File: config.mk
export PLATFORM = sky130hd
export DESIGN_NAME = mixed_radix_counter
export DESIGN_NICKNAME = d
export VERILOG_FILES = /design/src/rtl/radix_pkg.sv /design/src/rtl/mod_digit.sv /design/src/rtl/mixed_radix_counter.sv
export SDC_FILE = /design/constraint.sdc
export NUM_CORES = 1
export LEC_CHECK = 0
export CORE_UTILIZATION = 35
export DETAILED_ROUTE_END_ITERATION = 8
export SLEW_MARGIN = 40
export SYNTH_ARGS = -nofsm -noshare
export SYNTH_HDL_FRONTEND = slang
export SYNTH_SLANG_ARGS = --single-unit
File: constraint.sdc
create_clock -name clk -period 10.45 [get_ports clk]
set_clock_uncertainty 0.15 [all_clocks]
set_input_delay 1.045 -clock clk [delete_from_list [all_inputs] [get_ports clk]]
set_output_delay 1.045 -clock clk [all_outputs]
set_load 0.03 [all_outputs]
File: src/rtl/radix_pkg.sv
// Shared types and helpers for the mixed-radix counter.
// Holds the digit width default, the digit type, radix decode and legality.
package radix_pkg;

  localparam int DW_DEFAULT = 3;
  localparam int MAXW = 8;

  typedef logic [DW_DEFAULT-1:0] digit_t;

  // A radix field of 0 stands for the full 2^dw range.
  function automatic logic [MAXW:0] radix_decode(
    input logic [MAXW-1:0] r,
    input int unsigned     dw
  );
    logic [MAXW:0] v;
    v = {1'b0, r};
    if (r == '0)
      v = (MAXW+1)'(1) << dw;
    return v;
  endfunction

  // Radix 1 has no room to count, and an increment that reaches the
  // radix would need more than the single subtraction the adder does.
  function automatic logic is_illegal(
    input logic [MAXW-1:0] r,
    input logic [MAXW-1:0] inc,
    input int unsigned     dw
  );
    return (r == MAXW'(1)) ||
           ({1'b0, inc} >= radix_decode(r, dw));
  endfunction

endpackage

File: src/rtl/mod_digit.sv
// Combinational modulo digit: nxt = (q + inc + c_in) mod r.
// Ports: q, inc, r, c_in in; nxt, c_out, illegal out.
module mod_digit
  import radix_pkg::*;
#(
  parameter int DW = DW_DEFAULT
) (
  input  logic [DW-1:0] q,
  input  logic [DW-1:0] inc,
  input  logic [DW-1:0] r,
  input  logic          c_in,
  output logic [DW-1:0] nxt,
  output logic          c_out,
  output logic          illegal
);

  logic [DW:0] rr;
  logic [DW:0] s;

  assign rr = (DW+1)'(radix_decode(MAXW'(r), DW));

  assign s = {1'b0, q} + {1'b0, inc} +
             {{DW{1'b0}}, c_in};

  assign c_out = (s >= rr);

  assign nxt = c_out ? DW'(s - rr) : DW'(s);

  assign illegal = is_illegal(MAXW'(r), MAXW'(inc), DW);

endmodule

File: src/rtl/mixed_radix_counter.sv
// Multi-digit mixed-radix counter/accumulator with wrap or saturate.
// Ports: clk, rst_n, en, clr, load, load_val, radix, inc, ci, sat_mode; q, co, sat, cfg_err.
module mixed_radix_counter
  import radix_pkg::*;
#(
  parameter int DIGITS = 4,
  parameter int DW     = DW_DEFAULT
) (
  input  logic                 clk,
  input  logic                 rst_n,
  input  logic                 en,
  input  logic                 clr,
  input  logic                 load,
  input  logic [DIGITS*DW-1:0] load_val,
  input  logic [DIGITS*DW-1:0] radix,
  input  logic [DIGITS*DW-1:0] inc,
  input  logic                 ci,
  input  logic                 sat_mode,
  output logic [DIGITS*DW-1:0] q,
  output logic                 co,
  output logic                 sat,
  output logic                 cfg_err
);

  logic [DIGITS:0]      c;
  logic [DIGITS-1:0]    ill;
  logic [DIGITS*DW-1:0] nxt_q;
  logic [DIGITS*DW-1:0] ld_q;
  logic [DIGITS*DW-1:0] max_q;
  logic                 any_ill;

  assign c[0]    = ci;
  assign any_ill = |ill;

  for (genvar d = 0; d < DIGITS; d++) begin : g_dig
    logic [DW:0] rr;

    assign rr = (DW+1)'(radix_decode(
                  MAXW'(radix[d*DW +: DW]), DW));

    mod_digit #(.DW(DW)) u_dig (
      .q       (q[d*DW +: DW]),
      .inc     (inc[d*DW +: DW]),
      .r       (radix[d*DW +: DW]),
      .c_in    (c[d]),
      .nxt     (nxt_q[d*DW +: DW]),
      .c_out   (c[d+1]),
      .illegal (ill[d])
    );

    assign ld_q[d*DW +: DW] =
      ({1'b0, load_val[d*DW +: DW]} < rr) ?
      load_val[d*DW +: DW] : '0;

    assign max_q[d*DW +: DW] =
      DW'(rr - (DW+1)'(1));
  end

  always_ff @(posedge clk or negedge rst_n) begin
    if (!rst_n) begin
      q       <= '0;
      co      <= 1'b0;
      sat     <= 1'b0;
      cfg_err <= 1'b0;
    end else if (clr) begin
      q       <= '0;
      co      <= 1'b0;
      sat     <= 1'b0;
      cfg_err <= 1'b0;
    end else if (load) begin
      q       <= ld_q;
      co      <= 1'b0;
      cfg_err <= 1'b0;
    end else if (en) begin
      if (any_ill) begin
        co      <= 1'b0;
        cfg_err <= 1'b1;
      end else begin
        cfg_err <= 1'b0;
        if (sat_mode && c[DIGITS]) begin
          q   <= max_q;
          co  <= 1'b1;
          sat <= 1'b1;
        end else begin
          q  <= nxt_q;
          co <= c[DIGITS];
        end
      end
    end else begin
      co <= 1'b0;
    end
  end

endmodule

-- Word-level counts from Yosys, hierarchy flattened
Index checks and enable logic that the tools add are counted.
- add/sub/neg operators: 16
- multipliers: 0
- divide/modulo/power cells: 0
- $lt $le $gt $ge: 12
- equal/unequal tests: 7
- shift-type cells: 0
- mux-type cells: 31
- bitwise logic cells: 0
- reductions and logical operators: 15
- operator list (cell ; number):
    $mux W12 ; 5
    $mux W3 ; 8
    $add A3 B3 Y4 ; 4
    $add A4 B1 Y4 ; 4
    $ge A3 B4 Y1 ; 4
    $ge A4 B4 Y1 ; 4
    $lt A3 B4 Y1 ; 4
    $mux W4 ; 4
    $mux W1 ; 14
    $eq A3 B1 Y1 const B ; 4
    $logic_not A3 Y1 ; 4
    $sub A3 B1 Y3 const B ; 4
    $sub A3 B3 Y3 ; 4
    $logic_or A1 B1 Y1 ; 4
    $ne A2 B2 Y1 const B ; 2
    $reduce_and A4 Y1 ; 1
    $reduce_bool A2 Y1 ; 2
    $reduce_or A4 Y1 ; 1
    $ne A3 B3 Y1 const B ; 1
    $reduce_bool A3 Y1 ; 1
    $reduce_and A2 Y1 ; 1
    $logic_and A1 B1 Y1 ; 1
- flip-flop bits (word level): 15
- latch bits: 0
- bits in writable memories: 0
- bits in read-only memories: 0
- bits of input ports: 43
- output and inout bits: 15
- logic and storage cells: 85
- memories: 0

-- Depth between registers and ports, before layout
Gate-level depths: netlist of run 1.
- word-level depth: 15
- depth in mapped cells: 34

-- Cells and area by module
Synthesis of run 1 repeated with hierarchy kept, for this count alone.
- cell total of the unflattened synthesis: 309
- area total of the unflattened synthesis: 2518.7 um2
- modules (own cells, without submodules) (module ; times used ; cells each ; area an instance (um2)):
    mod_digit ; 4 ; 40 ; 321.6
    mixed_radix_counter ; 1 ; 149 ; 1232.4

-- Worst setup path after synthesis of run 1
No wires, ideal clock.
- path type: input to register
- start point: input inc[0]
- end point: register q[6]
- data arrival time: 8.610 ns
- required time: 10.172 ns
- slack: 1.562 ns
- stages on the path: 25
- buffers on the path: 0
- cells stage by stage: fa_1 > inv_1 > fa_1 > fa_1 > a31oi_1 > nor2_1 > fa_1 > fa_1 > fa_1 > a31oi_1 > a21oi_1 > fa_1 > fa_1 > fa_1 > a31oi_1 > nor2_1 > fa_1 > fa_1 > fa_1 > a21boi_0 > o22ai_1 > nand2b_1 > a221oi_1 > a211o_1 > mux2_1
- word-level cells in the longest chain between the ends: 15
- ends and longest elaborated chain (what ; RTL line ; source):
    start, declared ; mixed_radix_counter.sv:16 ; input logic [DIGITS*DW-1:0] inc,
    $add A3 B3 Y4 ; mod_digit.sv:22 ; assign s = {1'b0, q} + {1'b0, inc} +
    $add A4 B1 Y4 ; mod_digit.sv:22 ;
    $ge A4 B4 Y1 ; mod_digit.sv:25 ; assign c_out = (s >= rr);
    $add A4 B1 Y4 ; mod_digit.sv:22 ;
    $ge A4 B4 Y1 ; mod_digit.sv:25 ;
    $add A4 B1 Y4 ; mod_digit.sv:22 ;
    $ge A4 B4 Y1 ; mod_digit.sv:25 ;
    $add A4 B1 Y4 ; mod_digit.sv:22 ;
    $ge A4 B4 Y1 ; mod_digit.sv:25 ;
    $logic_and A1 B1 Y1 ; mixed_radix_counter.sv:80 ; if (sat_mode && c[DIGITS]) begin
    $mux W12 ; mixed_radix_counter.sv:80 ;
    $mux W12 ; mixed_radix_counter.sv:75 ; if (any_ill) begin
    $mux W12 ; mixed_radix_counter.sv:74 ; end else if (en) begin
    $mux W12 ; mixed_radix_counter.sv:70 ; end else if (load) begin
    $mux W12 ; mixed_radix_counter.sv:65 ; end else if (clr) begin
    end signal, assigned ; mixed_radix_counter.sv:71 ; q <= ld_q;
    end signal, assigned ; mixed_radix_counter.sv:81 ; q <= max_q;
    end signal, assigned ; mixed_radix_counter.sv:85 ; q <= nxt_q;
    end, declared ; mixed_radix_counter.sv:19 ; output logic [DIGITS*DW-1:0] q,
Several ways; a longest one is shown, not always the timed one. The select of a mux whose other input is x is not followed.
A chain may end at the register's enable or synchronous reset.

-- Worst setup path in the final report of run 1
Same ends and word-level chain as after synthesis.

==> results of run 1 <==
state kept, by name (all words and copies together), names as in the netlist:
name	cells
q	12
co	1
sat	1
cfg_err	1
synth_stat cells (2+ instances only):
cell type,n
sky130_fd_sc_hd__a21boi_0,2
sky130_fd_sc_hd__nand2b_1,10
sky130_fd_sc_hd__mux2_4,3
sky130_fd_sc_hd__o21a_1,2
sky130_fd_sc_hd__a21oi_1,14
sky130_fd_sc_hd__xor2_1,3
sky130_fd_sc_hd__a211oi_1,4
sky130_fd_sc_hd__inv_1,47
sky130_fd_sc_hd__a31oi_1,3
sky130_fd_sc_hd__clkbuf_1,9
sky130_fd_sc_hd__xnor2_1,7
sky130_fd_sc_hd__a221oi_1,5
sky130_fd_sc_hd__a211o_1,4
sky130_fd_sc_hd__o2bb2ai_1,2
sky130_fd_sc_hd__nor2_1,23
sky130_fd_sc_hd__mux2_1,3
sky130_fd_sc_hd__nor3_1,2
sky130_fd_sc_hd__nor2b_1,3
sky130_fd_sc_hd__ha_1,48
sky130_fd_sc_hd__nand2_1,13
sky130_fd_sc_hd__mux2i_1,11
sky130_fd_sc_hd__a21o_1,10
sky130_fd_sc_hd__a22oi_1,2
sky130_fd_sc_hd__fa_1,12
sky130_fd_sc_hd__dfrtp_1,15
sky130_fd_sc_hd__o21ai_1,2
sky130_fd_sc_hd__or3_1,3
sky130_fd_sc_hd__o21ai_0,24
sky130_fd_sc_hd__o22ai_1,2
layout make-up:
cell class	instances	share of cell area, %
clock buffers	3	1.27
clock inverters	1	0.154
inverters	47	5.42
multi-input cells	229	60.3
flip-flops and latches	15	11.5
well taps	96	3.69
repair buffers	58	17.6
worst max-delay path: stages:
cell and delay, ns:
sky130_fd_sc_hd__clkdlybuf4s50_1 0.45, sky130_fd_sc_hd__fa_1 0.45, sky130_fd_sc_hd__inv_1 0.08, sky130_fd_sc_hd__fa_1 0.46, sky130_fd_sc_hd__fa_1 0.50, sky130_fd_sc_hd__a31oi_1 0.15
sky130_fd_sc_hd__nor2_1 0.12, sky130_fd_sc_hd__fa_1 0.43, sky130_fd_sc_hd__fa_1 0.51, sky130_fd_sc_hd__fa_1 0.52, sky130_fd_sc_hd__a31oi_1 0.20, sky130_fd_sc_hd__a21oi_1 0.17
sky130_fd_sc_hd__fa_1 0.43, sky130_fd_sc_hd__fa_1 0.39, sky130_fd_sc_hd__xnor2_1 0.23, sky130_fd_sc_hd__ha_1 0.30, sky130_fd_sc_hd__o21ai_0 0.21, sky130_fd_sc_hd__a31oi_1 0.06
sky130_fd_sc_hd__nor2_1 0.33, sky130_fd_sc_hd__fa_1 0.29, sky130_fd_sc_hd__fa_1 0.47, sky130_fd_sc_hd__fa_1 0.47, sky130_fd_sc_hd__a21boi_0 0.16, sky130_fd_sc_hd__o22ai_1 0.44
sky130_fd_sc_hd__nand2b_1 0.24, sky130_fd_sc_hd__a221oi_1 0.08, sky130_fd_sc_hd__a211o_1 0.24, sky130_fd_sc_hd__mux2_1 0.28
power groups by stage:
stage	registers, mW	clock network, mW	logic, mW
2_1_floorplan	0.124	0	0.508
3_3_place_gp	0.0928	0	0.712
3_5_place_dp	0.0926	0	0.719
4_1_cts	0.0914	0.0522	0.723
5_1_grt	0.0937	0.0556	0.818
6_report	0.0910	0.0520	0.722
worst paths after layout:
check                      cells after the start  slack, ns      end
min in group asynchronous                      1       0.56  cfg_err
max reg2reg                                   27       1.62     q[6]
min reg2reg                                    1       0.34  cfg_err
max                                           28       0.74     q[6]
max in group asynchronous                      1       9.31     q[3]
min                                            1       0.34  cfg_err
routing by layer:
layer	part of all wire (%)	track usage (%)	vias to the layer above
met4	2.0	7.15	0
met3	4.4	1.14	11
met1	48	26.3	1063
met5	0	0	-
li1	-	-	1153
met2	45	30.9	53
cell families after synthesis:
| logic type | Yosys count |
|---|---|
| adders and majority gates | 60 |
| xor gates and xnor gates | 10 |
| muxes | 17 |
| AOI/OAI and AO/OA | 83 |
| buffers and inverters | 57 |
| and+or+nand+nor | 59 |
| DFF | 15 |
cells in the final DEF (no fill, tap or decap), types with 7 or more instances in the layout:
cell,count
sky130_fd_sc_hd__ha_1,48
sky130_fd_sc_hd__nand2_1,13
sky130_fd_sc_hd__nor2_1,23
sky130_fd_sc_hd__xnor2_1,7
sky130_fd_sc_hd__inv_1,47
sky130_fd_sc_hd__fa_1,12
sky130_fd_sc_hd__nand2b_1,10
sky130_fd_sc_hd__a21oi_1,14
sky130_fd_sc_hd__o21ai_0,24
sky130_fd_sc_hd__mux2i_1,11
sky130_fd_sc_hd__clkdlybuf4s50_1,56
sky130_fd_sc_hd__dfrtp_1,15
sky130_fd_sc_hd__a21o_1,10
==> metrics.log, run 1 <==
[metrics] horizontal die dimension: 87.5 um
[metrics] max-slew violation count: 0
[metrics] Gate power share: 83.5%
[metrics] H-tree depth: 1
[metrics] sequential fraction of design power: 10.5%
[metrics] endpoints failing setup: 0
[metrics] data arrival at the endpoint of the critical path: 9.70 ns
[metrics] number of hold-repair buffers added at the cts stage: 0
[metrics] die boundary height: 87.5 um
[metrics] number of inserted filler cells in the final layout: 672
[metrics] number of different library cells in the post-synthesis netlist: 42
[metrics] post-route worst setup slack: 0.740 ns
[metrics] post-synthesis simple-gate area fraction: 11.1%
[metrics] area taken by multi-input logic gates: 1960 um2
[metrics] Seq. cell area: 375 um2
[metrics] total global routing overflow: 0
[metrics] total clock buffers created by CTS: 3
[metrics] mean routed wirelength per cell: 15.0 um
[metrics] Yosys warning total: 0
[metrics] max_cap viols: 0
[metrics] clock insertion delay at the later pin of the skew report: 0.26 ns
[metrics] post-route setup TNS: 0 ns
[metrics] Clk pin slew, worst setup/hold paths: 0.08 ns
[metrics] share of synthesized area occupied by flip-flops and latches: 14.7%
[metrics] vias in the first global route: 2262
[metrics] Synth area leader: sky130_fd_sc_hd__ha_1
[metrics] fraction of synthesized cell area in xor and xnor cells: 3.42%
[metrics] crit path launch: inc[0]
[metrics] deepest clock path buffer count: 2
[metrics] Synth Area in Compound Gates: 21.9%
[metrics] initial antenna violation count: 0
[metrics] arithmetic-cell share of the synthesized area counting full adders, half adders and majority gates: 32.8%
[metrics] Post-Syn Area per Cell: 8.50 um2
[metrics] Final #Nets: 457
[metrics] Design Area, Final: 3250 um2
[metrics] required arrival time at the worst endpoint: 10.44 ns
[metrics] routed via count: 2280
[metrics] length of the first detailed-routing pass in iterations: 4
[metrics] Core Util, Final: 46.9%
[metrics] status: finished, final reports clean
[metrics] cells resized by post-CTS repair: 0
[metrics] nature of the critical path startpoint: input pin
[metrics] share of cell area taken by muxes after synthesis: 7.38%
[metrics] hold violation total from the final report: 0
[metrics] Pint: 0.431 mW
[metrics] count of antenna diodes in the layout: 0
[metrics] synthesized area: 2560 um2
[metrics] setup repair bufs after CTS: 0
[metrics] detailed-route DRC error count: 0
[metrics] port buffer count: 57
[metrics] worst vdd rail ir drop: 88.3 uV
[metrics] placement row count: 30
[metrics] share of post-route cells with drive strength above 1: 3.40%
[metrics] start-to-end type of the worst setup path: input pin to flop
[metrics] worst min-delay path class: flop to flop
[metrics] Die ar.: 7660 um2
[metrics] power dissipated by switching net loads: 0.434 mW
[metrics] relative slew slack: 62.2%
[metrics] startpoint of the tightest hold check path: cfg_err
[metrics] Final Instance Count excl. Fillers: 449
[metrics] PD cells: 266 nW/um2
[metrics] net count of the mapped netlist: 404
[metrics] count of flip-flops with a built-in enable after synthesis: 0
[metrics] fin crit period: 9.71 ns
[metrics] maximum fanout count along the critical path: 7
[metrics] violation count after the first detailed-route iteration: 101
[metrics] wire length of the first global-routing pass: 11.1 mm
[metrics] effective utilization at floorplan: 36.9%
[metrics] Worst Setup End Kind: flop
[metrics] total chip power: 0.865 mW
[metrics] Sink Count: 15
[metrics] TritonCTS clock tree: yes
[metrics] GRT Resource Usage Total: 18.9%
[metrics] gpl congestion: 0.880
[metrics] number of instances in the synthesized netlist: 301
[metrics] routed wire length: 6.76 mm
[metrics] switching portion of total power: 50.1%
[metrics] Root Buffer: sky130_fd_sc_hd__clkbuf_8
[metrics] Post-Place Cell Area: 3210 um2
[metrics] clock share of power: 6.0%
[metrics] I/O pin cnt: 58
[metrics] dominant combinational cell family by area after synthesis: adder cells
[metrics] leakage power figure: 1.57 nW
[metrics] main flop type after synthesis: sky130_fd_sc_hd__dfrtp_1
[metrics] HPWL after detailed placement: 5.78 mm
[metrics] pre-CTS setup slack: 0.465 ns
[metrics] RSZ-0062 raised after global routing: false
[metrics] area share of the leading cell type in the synthesized netlist: 23.5%
[metrics] signed area change from the synthesized netlist to the final layout: 27.1%
[metrics] DRT antenna net count: 0
[metrics] maximum clock frequency: 103 MHz
[metrics] placed cell count: 445
[metrics] slew of the pin with the lowest slew margin: 0.563 ns
[metrics] Vias/cell: 5.08
[metrics] largest cells by area after synthesis: sky130_fd_sc_hd__ha_1, sky130_fd_sc_hd__dfrtp_1, sky130_fd_sc_hd__fa_1
[metrics] number of storage elements in the synthesis netlist: 15
[metrics] maximum number of pins on one net before global-route repair: 16
[metrics] period utilization: 92.9%
[metrics] Core Area: 6940 um2
[metrics] hold slack: 0.344 ns
[metrics] worst r2r src: q[0]
[metrics] async set-reset flop share out of synthesis: 100%
(Power assumes the default switching activity.)
==> inputs of run 2 (changes only) <==
--- a/config.mk
+++ b/config.mk
@@ -5,8 +5,9 @@
 export SDC_FILE = /design/constraint.sdc
 export NUM_CORES = 1
 export LEC_CHECK = 0
-export CORE_UTILIZATION = 35
+export CORE_UTILIZATION = 52
 export DETAILED_ROUTE_END_ITERATION = 8
+export PLACE_DENSITY = 0.82
 export SLEW_MARGIN = 40
 export SYNTH_ARGS = -nofsm -noshare
 export SYNTH_HDL_FRONTEND = slang
==> run 2 against run 1 <==
- register-to-register slack worse by 0.09 ns
- critical path depth did not move
- clock power decreased by 6.7%
- flip-flop and latch count did not move
- non-clock buffer count unchanged
- combinational power up 1%
- via count increased by 4.9%
==> metrics.log, run 2 (same netlist as run 1, synthesis figures left out) <==
[metrics] Vias/cell: 5.70 (+12%)
[metrics] Final #Nets: 457 (unchanged)
[metrics] DRT antenna net count: 0 (unchanged)
[metrics] global-route met2 utilization: 44.0% (+13 points)
[metrics] period utilization: 94.0% (+1.1 points)
[metrics] max-slew violation count: 0 (unchanged)
[metrics] Post-Place Cell Area: 3180 um2 (-1.1%)
[metrics] Critical-path top delay cell: sky130_fd_sc_hd__fa_1
[metrics] cells resized by post-CTS repair: 0 (unchanged)
[metrics] number of flip-flops under the largest register name: 12 (unchanged)
[metrics] maximum single-stage delay on the critical path: 0.51 ns (about the same)
[metrics] register bank with the most flops: q
[metrics] routed via count: 2392 (+4.9%)
[metrics] routed wire length: 6.42 mm (-5.0%)
[metrics] die boundary height: 72.2 um (-18%)
[metrics] worst vdd rail ir drop: 136 uV (+54%)
[metrics] Core Area: 4720 um2 (-32%)
[metrics] worst min-delay path class: flop to flop
[metrics] placement row count: 25 (-17%)
[metrics] slew of the pin with the lowest slew margin: 0.558 ns (-0.00449 ns)
[metrics] Clk pin slew, worst setup/hold paths: 0.07 ns (about the same)
[metrics] setup repair bufs after CTS: 0 (unchanged)
[metrics] deepest clock path buffer count: 2 (unchanged)
[metrics] wire length of the first global-routing pass: 10.7 mm (-4.1%)
[metrics] total global routing overflow: 0 (unchanged)
[metrics] maximum clock frequency: 102 MHz (-1.1%)
[metrics] layer with the highest usage: met2
[metrics] number of hold-repair buffers added at the cts stage: 0 (unchanged)
[metrics] nature of the critical path startpoint: input pin
[metrics] relative slew slack: 62.5% (+0.30 points)
[metrics] gpl congestion: 0.897 (+1.9%)
[metrics] vias in the first global route: 2326 (+2.8%)
[metrics] Die ar.: 5210 um2 (-32%)
[metrics] endpoints failing setup: 0 (unchanged)
[metrics] grt met1 use: 35.3% (+9.1 points)
[metrics] maximum fanout count along the critical path: 7 (unchanged)
[metrics] signed area change from the synthesized netlist to the final layout: 25.7%
[metrics] RSZ-0062 raised after global routing: false
[metrics] detailed-route DRC error count: 0 (unchanged)
[metrics] initial antenna violation count: 0 (unchanged)
[metrics] Design Area, Final: 3220 um2 (-1.1%)
[metrics] count of antenna diodes in the layout: 0 (unchanged)
[metrics] I/O pin cnt: 58 (unchanged)
[metrics] length of the first detailed-routing pass in iterations: 5 (+1)
[metrics] clock insertion delay at the later pin of the skew report: 0.25 ns (about the same)
[metrics] TritonCTS clock tree: yes
[metrics] mean routed wirelength per cell: 15.3 um (+1.5%)
[metrics] GRT Resource Usage Total: 26.1% (+7.2 points)
[metrics] most common library cell in the layout ignoring fill and taps: sky130_fd_sc_hd__clkdlybuf4s50_1
[metrics] fin crit period: 9.82 ns (+0.111 ns)
[metrics] leakage power figure: 1.57 nW (unchanged)
[metrics] total clock buffers created by CTS: 3 (unchanged)
[metrics] horizontal die dimension: 72.2 um (-18%)
[metrics] post-route setup TNS: 0 ns (unchanged)
[metrics] maximum number of pins on one net before global-route repair: 16 (unchanged)
[metrics] data arrival at the endpoint of the critical path: 9.81 ns (+0.11 ns)
[metrics] Sink Count: 15 (unchanged)
[metrics] HPWL after detailed placement: 5.49 mm (-5.1%)
[metrics] status: finished, final reports clean
[metrics] Worst Setup End Kind: flop
[metrics] violation count after the first detailed-route iteration: 187 (+85%)
[metrics] cell repeated most along the worst path: sky130_fd_sc_hd__fa_1
[metrics] start-to-end type of the worst setup path: input pin to flop
[metrics] max_cap viols: 0 (unchanged)
[metrics] port buffer count: 57 (unchanged)
[metrics] hold violation total from the final report: 0 (unchanged)
[metrics] H-tree depth: 1 (unchanged)
[metrics] share of post-route cells with drive strength above 1: 3.40% (unchanged)
[metrics] most used cells in the layout excluding fill and tap cells: sky130_fd_sc_hd__clkdlybuf4s50_1, sky130_fd_sc_hd__ha_1, sky130_fd_sc_hd__inv_1
[metrics] global routing usage on met3: 2.64% (+1.5 points)
[metrics] PD cells: 271 nW/um2 (+1.9%)
[metrics] effective utilization at floorplan: 54.2% (+17 points)
[metrics] required arrival time at the worst endpoint: 10.43 ns (about the same)
[metrics] Root Buffer: sky130_fd_sc_hd__clkbuf_8
-- run 2: cell counts in the layout (fill, tap and decap cells not counted) --
Identical to the previous run, type by type.
-- run 2: final timing paths --
kind	startpoint	to	slack (ns)	depth (start not counted)
max	inc[0]	q[3]	0.63	28
min	cfg_err	cfg_err	0.34	1
max reg2reg	q[0]	q[3]	1.53	27
min reg2reg	cfg_err	cfg_err	0.34	1
max in group asynchronous	rst_n	q[11]	9.32	1
min in group asynchronous	rst_n	q[4]	0.56	1
-- run 2: layer usage --
layer  up-vias  share of wire [%]
met4         0                1.7
li1       1156                  -
met5         -                  0
met3        11                5.8
met2       100                 48
met1      1125                 44
-- run 2: area by class of cell --
cell class                      instances  area [um2]
Multi-Input combinational cell        229        1960
Fill cell                             401        1510
Timing Repair Buffer                   58         573
Sequential cell                        15         375
Inverter                               47         176
Tap cell                               67        83.8
Clock buffer                            3        41.3
Clock inverter                          1        5.00
-- run 2: metrics by stage --
stage | power (mW) | setup slack, ns | hold slack [ns] | instances | utilization (%)
finish | 0.872 | 0.630 | 0.341 | 420 | 68.1
global route | 0.965 | 0.173 | 0.359 | 420 | 68.1
CTS | 0.867 | 0.718 | 0.347 | 420 | 68.2
detailed placement | 0.815 | 0.491 | 0.331 | 416 | 67.3
global placement | 0.791 | 0.699 | 0.321 | 416 | 67.3
floorplan | 0.632 | 1.56 | 0.511 | 301 | -
-- run 2: power by group --
group	switching (mW)	internal [mW]	leakage, nW
registers	0.0147	0.0763	0.199
clock network	0.0221	0.0264	0.0255
logic	0.402	0.330	1.34
total	0.438	0.433	1.57
-- run 2: worst max-delay path, delay by kind of cell --
kind,cells,cell delay [ns]
xor+xnor,1,0.27
compound gates,9,1.67
fa+ha+maj,12,5.29
mux,1,0.27
buf+inv,2,0.53
simple gates,3,0.71
